## src/rtl/csr_timer.sv

```systemverilog
// Timer and stable-counter unit beside the CSR file: TID/TCFG/TVAL/TICLR registers,
// a countdown timer with a sticky interrupt level, and a 64-bit free-running counter.
module csr_timer #(
    parameter logic [31:0] TID_INIT = 32'h0,
    parameter int          TIMER_W  = 32
) (
    input  logic        clk,
    input  logic        resetn,
    input  logic        csr_we,
    input  logic [13:0] csr_num,
    input  logic [31:0] csr_wmask,
    input  logic [31:0] csr_wvalue,
    output logic        timer_rhit,
    output logic [31:0] timer_rvalue,
    output logic        timer_int,
    output logic [31:0] stable_cnt_lo,
    output logic [31:0] stable_cnt_hi,
    output logic [31:0] tid_value
);

    localparam logic [13:0]        CSR_TID   = 14'h40;
    localparam logic [13:0]        CSR_TCFG  = 14'h41;
    localparam logic [13:0]        CSR_TVAL  = 14'h42;
    localparam logic [13:0]        CSR_TICLR = 14'h44;
    localparam logic [TIMER_W-1:0] CNT_IDLE  = '1;

    logic [31:0]        tid_q, tid_d;
    logic [31:0]        tcfg_q, tcfg_d;
    logic [TIMER_W-1:0] timerCnt_q, timerCnt_d;
    logic               timerInt_q, timerInt_d;
    logic [63:0]        stableCnt_q, stableCnt_d;

    logic        tidWrite;
    logic        tcfgWrite;
    logic        ticlrClear;
    logic        timerExpire;
    logic [31:0] tidMerged;
    logic [31:0] tcfgMerged;
    logic [31:0] reloadValue;

    assign tidWrite    = csr_we && (csr_num == CSR_TID);
    assign tcfgWrite   = csr_we && (csr_num == CSR_TCFG);
    assign ticlrClear  = csr_we && (csr_num == CSR_TICLR) && csr_wmask[0] && csr_wvalue[0];
    assign tidMerged   = (csr_wmask & csr_wvalue) | (~csr_wmask & tid_q);
    assign tcfgMerged  = (csr_wmask & csr_wvalue) | (~csr_wmask & tcfg_q);
    assign reloadValue = {tcfg_q[31:2], 2'b00};

    // An expiry in the same cycle as a TCFG write is superseded by the write.
    assign timerExpire = tcfg_q[0] && (timerCnt_q == '0) && !tcfgWrite;

    always_comb begin
        tid_d       = tidWrite  ? tidMerged  : tid_q;
        tcfg_d      = tcfgWrite ? tcfgMerged : tcfg_q;
        timerCnt_d  = timerCnt_q;
        if (tcfgWrite) begin
            if (tcfgMerged[0]) begin
                timerCnt_d = {tcfgMerged[31:2], 2'b00};
            end
        end else if (timerExpire) begin
            timerCnt_d = tcfg_q[1] ? reloadValue : CNT_IDLE;
        end else if (tcfg_q[0] && (timerCnt_q != CNT_IDLE)) begin
            timerCnt_d = timerCnt_q - 1'b1;
        end
        timerInt_d  = timerExpire || (timerInt_q && !ticlrClear);
        stableCnt_d = stableCnt_q + 64'd1;
    end

    always_ff @(posedge clk or negedge resetn) begin
        if (!resetn) begin
            tid_q       <= TID_INIT;
            tcfg_q      <= '0;
            timerCnt_q  <= CNT_IDLE;
            timerInt_q  <= 1'b0;
            stableCnt_q <= '0;
        end else begin
            tid_q       <= tid_d;
            tcfg_q      <= tcfg_d;
            timerCnt_q  <= timerCnt_d;
            timerInt_q  <= timerInt_d;
            stableCnt_q <= stableCnt_d;
        end
    end

    always_comb begin
        timer_rhit   = 1'b0;
        timer_rvalue = '0;
        case (csr_num)
            CSR_TID: begin
                timer_rhit   = 1'b1;
                timer_rvalue = tid_q;
            end
            CSR_TCFG: begin
                timer_rhit   = 1'b1;
                timer_rvalue = tcfg_q;
            end
            CSR_TVAL: begin
                timer_rhit   = 1'b1;
                timer_rvalue = timerCnt_q;
            end
            CSR_TICLR: begin
                timer_rhit   = 1'b1;
            end
            default: begin
                timer_rhit   = 1'b0;
            end
        endcase
    end

    assign timer_int     = timerInt_q;
    assign stable_cnt_lo = stableCnt_q[31:0];
    assign stable_cnt_hi = stableCnt_q[63:32];
    assign tid_value     = tid_q;

endmodule

```

## config.mk

```make
export PLATFORM = sky130hd
export DESIGN_NAME = csr_timer
export DESIGN_NICKNAME = d
export VERILOG_FILES = /design/src/rtl/csr_timer.sv
export SDC_FILE = /design/constraint.sdc
export NUM_CORES = 1
export LEC_CHECK = 0
export ABC_CLOCK_PERIOD_IN_PS = 3270
export CAP_MARGIN = 0
export CORE_MARGIN = 8
export CORE_UTILIZATION = 46
export DETAILED_ROUTE_END_ITERATION = 7
export GPL_ROUTABILITY_DRIVEN = 0
export PLACE_DENSITY_LB_ADDON = 0.12
export SYNTH_ARGS = -nofsm -noshare
export SYNTH_HDL_FRONTEND = slang
export SYNTH_SLANG_ARGS = --single-unit
```

## constraint.sdc

```tcl
create_clock -name clk -period 3.27 [get_ports clk]
set_clock_uncertainty 0.15 [all_clocks]
set_input_delay 0.654 -clock clk [delete_from_list [all_inputs] [get_ports clk]]
set_output_delay 0.654 -clock clk [all_outputs]
set_load 0.01 [all_outputs]
```

== After elaboration in Yosys (flattened, before gate mapping) ==
Cells that the tools add are included.
Word-level totals
  output and inout port bits: 130
  logic and storage cells: 42
  flip-flop bits (word level): 161
  bits of input ports: 81
Operators by class
  equality and inequality tests: 6
  multiplexer cells: 7
  reductions and logical operators: 16
  bitwise gates (word level): 6
  $add $sub $neg: 2
Operators by type and width (number)
  $mux 32: 5
  $and 32x32->32: 3
  $pmux 32 s3: 1
  $add 64x1->64 const B: 1
  $or 32x32->32: 2
  $eq 14x7->1 const B: 4
  $logic_not 32->1: 1
  $ne 32x32->1 const B: 1
  $not 32->32: 1
  $sub 32x1->32 const B: 1
  $logic_and 1x1->1: 9
  $reduce_or 4->1: 1
  $reduce_bool 3->1: 1
  $logic_not 1->1: 2
  $ne 2x1->1 const B: 1
  $reduce_and 2->1: 1
  $logic_or 1x1->1: 1
  $mux 1: 1

== Logic depth before layout (Yosys ltp) ==
Gate-level depths: netlist of the first run.
  depth in word-level cells: 7
  gate-level depth with buffers: 11
  gate-level depth less buffers: 8

== Worst setup path before layout of the first run ==
No wires, ideal clock.
  kind: input port to output port
  start point: input csr_num[11]
  end point: output timer_rvalue[5]
  required time: 2466 ps
  buffers on the path: 1
  arrival: 2511 ps
  slack: -45 ps
  cell stages on the path: 6
  cell sequence: nor4b_1 nand3_1 nor4b_1 clkbuf_1 a222oi_1 inv_1
Between the ends
  longest elaborated chain between the ends: 2
  elaborated cells on any way between the ends: 4
  classes of those cells: eq/ne (3); mux (1)
RTL lines
  start: declaration: line 10  | input logic [13:0] csr_num,
  $eq 14x7->1: line 87  | case (csr_num)
  $pmux 32 s3 *: line 87
  end: declaration: line 14  | output logic [31:0] timer_rvalue,
Mark *: on every way between the ends. The rest lies on a longest branch, timed or not.

== Final worst setup path of the first run ==
  start point: input csr_num[3]
  end point: output timer_rvalue[2]
Same word-level chain as after synthesis.

==> results of run 1 <==
logic make-up after synthesis:
| kind of cell | synth area share [%] |
|---|---|
| xor gates and xnor gates | 6.99 |
| AOI/OAI and AO/OA | 12.6 |
| muxes | 9.26 |
| and+or+nand+nor | 20.4 |
| buffers and inverters | 3.86 |
| DFF | 46.4 |
| adders and majority gates | 0.542 |
power by group through the flow:
stage / sequential [uW] / combinational [uW] / clock (uW)
floorplan: 2140 / 173 / 0
global placement: 2210 / 335 / 0
detailed placement: 2210 / 341 / 0
CTS: 2170 / 344 / 2250
global route: 2190 / 386 / 2340
finish: 2180 / 346 / 2220
cells in the final DEF, fill, tap and decap left out, types with 26 or more instances in the layout:
cell / n
a21oi_1: 30
a222oi_1: 32
buf_4: 56
clkdlybuf4s50_1: 166
dfrtp_1: 129
dfstp_2: 32
inv_1: 40
mux2_1: 28
mux2_2: 37
nand2_1: 109
nand3_1: 35
nand4_1: 26
nor2_1: 71
xnor2_1: 48
repair_timing:
action | 4_1_cts | 5_1_grt
pin swaps | 6 | 9
cloned | 5 | 0
resized for setup | 167 | 35
setup buffers | 10 | 4
setup endpoints to repair | 33 | 32
metal layers:
layer / track usage, % / wire (um)
met1: 30.7 / 12300
met2: 38.2 / 13200
met3: 8.24 / 2650
met4: 8.63 / 819
met5: 0 / 0
worst paths after layout:
path,start,to,slack (ns),depth (start not counted)
max reg2reg,timerCnt_q[0],timerCnt_q[29],0.21,9
min,resetn,stableCnt_q[1],0.09,1
min reg2reg,stableCnt_q[63],stableCnt_q[63],0.34,1
max in group asynchronous,resetn,timerCnt_q[16],2.10,2
max,csr_num[3],timer_rvalue[2],-0.0007,12
min in group clk,stableCnt_q[63],stableCnt_q[63],0.34,1
final cells by class:
cell class / instances / share of cell area, %
clock buffers: 19 / 3.66
clock inverters: 13 / 1.59
inverters: 40 / 1.21
multi-input cells: 652 / 36.0
flip-flops and latches: 161 / 32.8
well taps: 234 / 2.36
repair buffers: 288 / 22.4
metrics by stage:
stage,total power [uW],worst slack [ns]
floorplan,2310,0.0960
global placement,2550,-0.589
detailed placement,2550,-0.637
CTS,4770,-0.0296
global route,4910,-0.0949
finish,4750,-0.000675
==> results by group, run 1 <==
Run status
  – Status: complete, but fails checks
  – Violated checks: negative setup slack

Timing
  – Final setup viols: 1
  – Measured slew at the worst slew-check pin: roughly 0.75 ns
  – Fin. Hold Viols: 0
  – Worst hold slack: between 0.08 and 0.09 ns
  – Maximum clock rate: between 0.3 and 0.4 GHz
  – RSZ-0062 raised after global routing: yes
  – Setup WS post-layout: -0.000675 ns
  – Max Slew Vio Count: 0
  – Setup_tns: -0.000675 ns
  – Minimum clock period: ~3.3 ns
  – Period Utilization, post-route: 100%
  – Slew margin rel.: roughly half

Route
  – DR pass1 iterations: 7
  – Drt via density: 5.84
  – Vias: a little over 8000
  – Remaining DRCs: 0
  – Routed Antenna Nets: 0
  – Wire length per cell: 20.6 um
  – Initial DRC count: 698
  – Final WL: slightly below 30000 um

Die
  – Core ar.: ~19000 um2
  – Cell row count: 50
  – Die ar.: between 20000 and 25000 um2
  – Die H: around 150 um
  – Ports: 211
  – Initial Util: 46.9%
  – Die X: 154 um

Pwr
  – Flop pwr share: 46.0%
  – Comb power frac: under 10%
  – Sw Ratio: about a quarter
  – Pint: between 3000 and 4000 uW
  – Maximum VDD drop: around 0.34 mV
  – Switch Pwr: 1160 uW
  – Leakage: ~0.0056 uW
  – Clock Power Share: between 40% and 50%
  – Power Density: roughly 380 nW/um2

Final layout
  – Fin util: approximately 66%
  – Final Non-Filler Cells: 1407
  – Final antenna diode count: 0
  – Fin nets: approximately 1200
  – Share of layout cells above drive strength 1: about a fifth
  – FILL cells: between 1500 and 2000
  – Storage cell area: approximately 4100 um2
  – Design Area, Final: 12400 um2
  – Area occupied by multi-input gates: 4460 um2
  – Area grow syn2layout: 41.2%

Synth
  – Library cells used by synthesis: between 60 and 70
  – EDFF count, synth: 0
  – Post-Synthesis Cells: roughly 900
  – Yosys top cell by area: dfrtp_1
  – Synth cell count leaders: 129 x dfrtp_1, 109 x nand2_1, 71 x nor2_1
  – Syn avg cell area: between 9 and 10 um2
  – Syn nets: a little under 1000
  – Leading register cell type out of synthesis: dfrtp_1
  – Async SR Flop Fraction: between 90% and 100%
  – Yosys reg bits: ~160
  – Share of the synthesized area in the top cell type: a little under two fifths
  – Synth Cell Area: 8770 um2
  – Post-synthesis sequential area ratio: 46.4%
  – Synth Warn #: 0
  – Cell with the most instances after synthesis: dfrtp_1
  – Dominant cells by area after synthesis: dfrtp_1 37%, dfstp_2 9.6%, xnor2_1 4.8%, mux2_2 4.7%, nand2_1 4.7%

Placed design
  – Cell area after placement: about 12000 um2
  – Buffers on Ports: 210
  – Hpwl dp: about 21000 um
  – Placed Cells: roughly 1400

Clock tree
  – CTS root buffer: clkbuf_16
  – Worst-path clk slew: about 0.070 ns
  – Num CTS Buffers: 17
  – CTS Hold Buffers Added: 0
  – CTS tree: built
  – H-Tree Depth: 4
  – Maximum root-to-sink buffer count: 2
  – Clk sinks: ~160
  – Clock Latency Late Sink: between 0.4 and 0.5 ns

Critical path
  – Cell family with most CP delay: buffers and inverters
  – Critical Path End Type: primary output
  – Worst path max stage delay: about 0.34 ns
  – Crit-path most repeated cell: buf_6
  – Worst EP arrival: approximately 2.5 ns
  – CP max-delay cell: nor4b_4
  – Critical path, cell by cell: clkdlybuf4s15_1 > nor3_2 > nand3_1 > buf_6 > buf_6 > nor4b_4 > buf_6 > buf_12 > buf_16 > a222oi_1 > inv_1 > buf_2
  – WS Path Type: input port to primary output
  – CP startpoint kind: input port
  – Crit Path Max Fanout: 5
  – Worst Path Required: ~2.5 ns
  – Critical path buffers and inverters: 8

Global route
  – Initial antenna violation count: 0
  – Largest net degree at the start of global routing: 76
  – Global-route usage over all layers: about a quarter
  – First-pass GRT wire length: 46700 um
  – Global route overflow: 0
  – Vias in the first global route: 8510

Worst hold path
  – Hold Path Class: input port to asynchronous set/reset pin

Job
  – Max Cap Violations: 0
(Power assumes the default switching activity.)
==> run 2: changes to the inputs <==
ABC_AREA = 1   (was default)
CORE_UTILIZATION = 47   (was 46)
==> results by group, run 2 <==
Run status
  – Status: complete, no violations (was complete, but fails checks)

Route
  – Routed Antenna Nets: 0 (unchanged)
  – Wire length per cell: 18.2 um (was 20.6 um)
  – Final WL: 35000 um (was 29000 um)
  – Vias: 10400 (was 8221)
  – DR pass1 iterations: 5 (was 7)
  – Initial DRC count: 700 (was 698)
  – Remaining DRCs: 0 (unchanged)
  – Drt via density: 5.42 (was 5.84)

Timing
  – Measured slew at the worst slew-check pin: 0.780 ns (was 0.749 ns)
  – Maximum clock rate: 0.310 GHz (was 0.306 GHz)
  – Max Slew Vio Count: 0 (unchanged)
  – Period Utilization, post-route: 98.7% (was 100%)
  – Final setup viols: 0 (was 1)
  – Fin. Hold Viols: 0 (unchanged)
  – Slew margin rel.: 47.5% (was 50.1%)
  – Setup WS post-layout: 0.0417 ns (was -0.000675 ns)
  – Minimum clock period: 3.23 ns (was 3.27 ns)

Die
  – Cell row count: 53 (was 50)
  – Die ar.: 26200 um2 (was 23700 um2)
  – Ports: 211 (unchanged)
  – Initial Util: 47.7% (was 46.9%)
  – Die H: 162 um (was 154 um)
  – Core ar.: 21000 um2 (was 18700 um2)
  – Die X: 162 um (was 154 um)

Clock tree
  – Clk sinks: 161 (unchanged)
  – H-Tree Depth: 4 (unchanged)
  – CTS root buffer: clkbuf_16 (unchanged)
  – Maximum root-to-sink buffer count: 2 (unchanged)
  – Worst-path clk slew: 0.07 ns (about the same)
  – Num CTS Buffers: 17 (unchanged)
  – Clock Latency Late Sink: 0.44 ns (was 0.42 ns)
  – CTS tree: built (unchanged)

Pwr
  – Switch Pwr: 1110 uW (was 1160 uW)
  – Pint: 3260 uW (was 3590 uW)
  – Comb power frac: 7.9% (was 7.3%)
  – Leakage: 0.00584 uW (was 0.00562 uW)
  – Flop pwr share: 47.1% (was 46.0%)
  – Power Density: 331 nW/um2 (was 383 nW/um2)
  – Clock Power Share: 45.0% (was 46.7%)
  – Sw Ratio: 25.3% (was 24.4%)
  – Maximum VDD drop: 0.396 mV (was 0.343 mV)

Final layout
  – Design Area, Final: 13200 um2 (was 12400 um2)
  – Share of layout cells above drive strength 1: 11.6% (was 20.2%)
  – Final Non-Filler Cells: 1925 (was 1407)
  – Fin util: 63.0% (was 66.2%)
  – Final antenna diode count: 0 (unchanged)
  – Commonest non-fill, non-tap cells in the layout: 411 x nand2_1, 175 x clkdlybuf4s50_1, 163 x nor2_1, 150 x inv_1, 129 x dfrtp_1 (was 166 x clkdlybuf4s50_1, 129 x dfrtp_1, 109 x nand2_1, 71 x nor2_1, 56 x buf_4)
  – Most common cell after layout, fill and taps aside: nand2_1 (was clkdlybuf4s50_1)
  – Fin nets: 1721 (was 1244)
  – Area grow syn2layout: 32.2% (was 41.2%)

Critical path
  – WS Path Type: input port to primary output (unchanged)
  – Worst path max stage delay: 0.41 ns (was 0.34 ns)
  – Critical path buffers and inverters: 4 (was 8)
  – CP startpoint kind: input port (unchanged)
  – Crit-path most repeated cell: nor2_2 (was buf_6)
  – Cell family with most CP delay: buffers and inverters (unchanged)
  – Crit Path Max Fanout: 6 (was 5)
  – Worst EP arrival: 2.42 ns (was 2.47 ns)
  – Worst Path Required: 2.47 ns (about the same)
  – CP startpoint: csr_num[10] (was csr_num[3])
  – CP max-delay cell: clkdlybuf4s50_1 (was nor4b_4)
  – Critical Path End Type: primary output (unchanged)
  – Critical path, cell by cell: clkdlybuf4s50_1 > nor2_2 > nand3_2 > nor2_2 > nand4_1 > buf_6 > clkbuf_16 > o221ai_1 > clkbuf_2 (was clkdlybuf4s15_1 > nor3_2 > nand3_1 > buf_6 > buf_6 > nor4b_4 > buf_6 > buf_12 > buf_16 > a222oi_1 > inv_1 > buf_2)
  – R2r startpoint: timerCnt_q[0] (unchanged)

Job
  – Max Cap Violations: 0 (unchanged)

Global route
  – Global route overflow: 0 (unchanged)
  – Global-route usage over all layers: 26.4% (was 24.4%)
  – First-pass GRT wire length: 54900 um (was 46700 um)
  – Vias in the first global route: 10500 (was 8510)
  – Largest net degree at the start of global routing: 59 (was 76)
  – Initial antenna violation count: 2 (was 0)

Placed design
  – Cell area after placement: 12600 um2 (was 11500 um2)
  – Placed Cells: 1888 (was 1357)
  – Hpwl dp: 27200 um (was 20800 um)
  – Buffers on Ports: 210 (unchanged)
  – Setup slack at placement: -0.347 ns (was -0.637 ns)

Synth
  – Synth Warn #: 0 (unchanged)
  – Syn avg cell area: 7.17 um2 (was 9.78 um2)
  – Post-synthesis sequential area ratio: 40.7% (was 46.4%)
  – Share of the synthesized area in the top cell type: 32.3% (was 36.8%)
  – Async SR Flop Fraction: 100% (unchanged)
  – Library cells used by synthesis: 38 (was 63)
  – Yosys top cell by area: dfrtp_1 (unchanged)
  – Synth Cell Area: 9990 um2 (was 8770 um2)
  – Post-Synthesis Cells: 1394 (was 897)
  – Leading register cell type out of synthesis: dfrtp_1 (unchanged)
  – Syn nets: 1478 (was 981)
  – Yosys reg bits: 161 (unchanged)
  – Dominant cells by area after synthesis: dfrtp_1 32%, nand2_1 15%, dfstp_2 8.4%, nor2_1 6.3%, nand3_1 5.9% (was dfrtp_1 37%, dfstp_2 9.6%, xnor2_1 4.8%, mux2_2 4.7%, nand2_1 4.7%)
  – Cell with the most instances after synthesis: nand2_1 (was dfrtp_1)
  – EDFF count, synth: 0 (unchanged)
  – Synth cell count leaders: 411 x nand2_1, 167 x nor2_1, 152 x inv_1 (was 129 x dfrtp_1, 109 x nand2_1, 71 x nor2_1)

Worst hold path
  – Hold Path Class: input port to asynchronous set/reset pin (unchanged)
## run 2: cell count changes in the layout (fill, tap and decap cells not counted), sizes merged, moves of 20 or more
cell    before  now
buf        111   48
xor2        22   55
o221ai       8   28
nand3       35  124
inv         45  159
xnor2       48   25
o21ai       38   83
mux2        65    0
nor3        18   38
nor2        71  188
a222oi      32    0
nand2      109  418
## run 2: cell families (layout without fill, tap and decap cells)
family | count (synthesis) | in the layout | synth area share [%]
AOI/OAI and AO/OA | 142 | 142 | 8.34
muxes | 3 | 3 | 0.301
buffers and inverters | 188 | 444 | 7.55
DFF | 161 | 161 | 40.7
and+or+nand+nor | 817 | 817 | 35.7
xor gates and xnor gates | 80 | 80 | 7.01
adders and majority gates | 3 | 3 | 0.376
## run 2: worst paths after layout
kind / to / slack [ns] / cells after the start
min in group clk: stableCnt_q[63] / 0.32 / 1
max: timer_rvalue[11] / 0.04 / 9
min reg2reg: stableCnt_q[63] / 0.32 / 1
max in group asynchronous: timerCnt_q[12] / 2.12 / 2
min: asynchronous set/reset pin / 0.03 / 1
max reg2reg: timerCnt_q[27] / 0.77 / 10
## run 2: power by group through the flow
| stage | Combinational, uW | Sequential [uW] | Clock [uW] |
|---|---|---|---|
| floorplan | 136 | 2080 | 0 |
| global placement | 337 | 2090 | 0 |
| detailed placement | 343 | 2090 | 0 |
| CTS | 345 | 2050 | 1990 |
| global route | 386 | 2060 | 2080 |
| finish | 345 | 2050 | 1970 |
## run 2: repair_timing
item	in CTS	in global routing
buffers inserted	0	3
resized for setup	38	76
hold buffers	0	0
cloned	0	2
pin swaps	0	5
setup endpoints to repair	33	32
## run 2: final cells by class
class	instances	area (um2)
clock buffer	18	439
clock inverter	14	133
fill	1964	7750
inverter	157	598
multi-input combinational	1045	5200
sequential	161	4070
tap	275	344
timing repair buffer	255	2420
## run 2: routing by layer
metal | global-route usage [%] | wire length [um]
met1 | 29.2 | 13500
met5 | 0 | 25
met4 | 12.2 | 1420
met2 | 47.4 | 17900
met3 | 6.07 | 2230
## run 2: through the flow
| step | total power [uW] | TNS (ns) | hold slack (ns) |
|---|---|---|---|
| after floorplan | 2210 | 0 | 0.208 |
| after global placement | 2430 | -5.66 | 0.308 |
| after detailed placement | 2430 | -6.99 | 0.317 |
| after CTS | 4390 | -0.0535 | 0.0543 |
| after global routing | 4520 | -0.256 | 0.0688 |
| final | 4370 | 0 | 0.0321 |
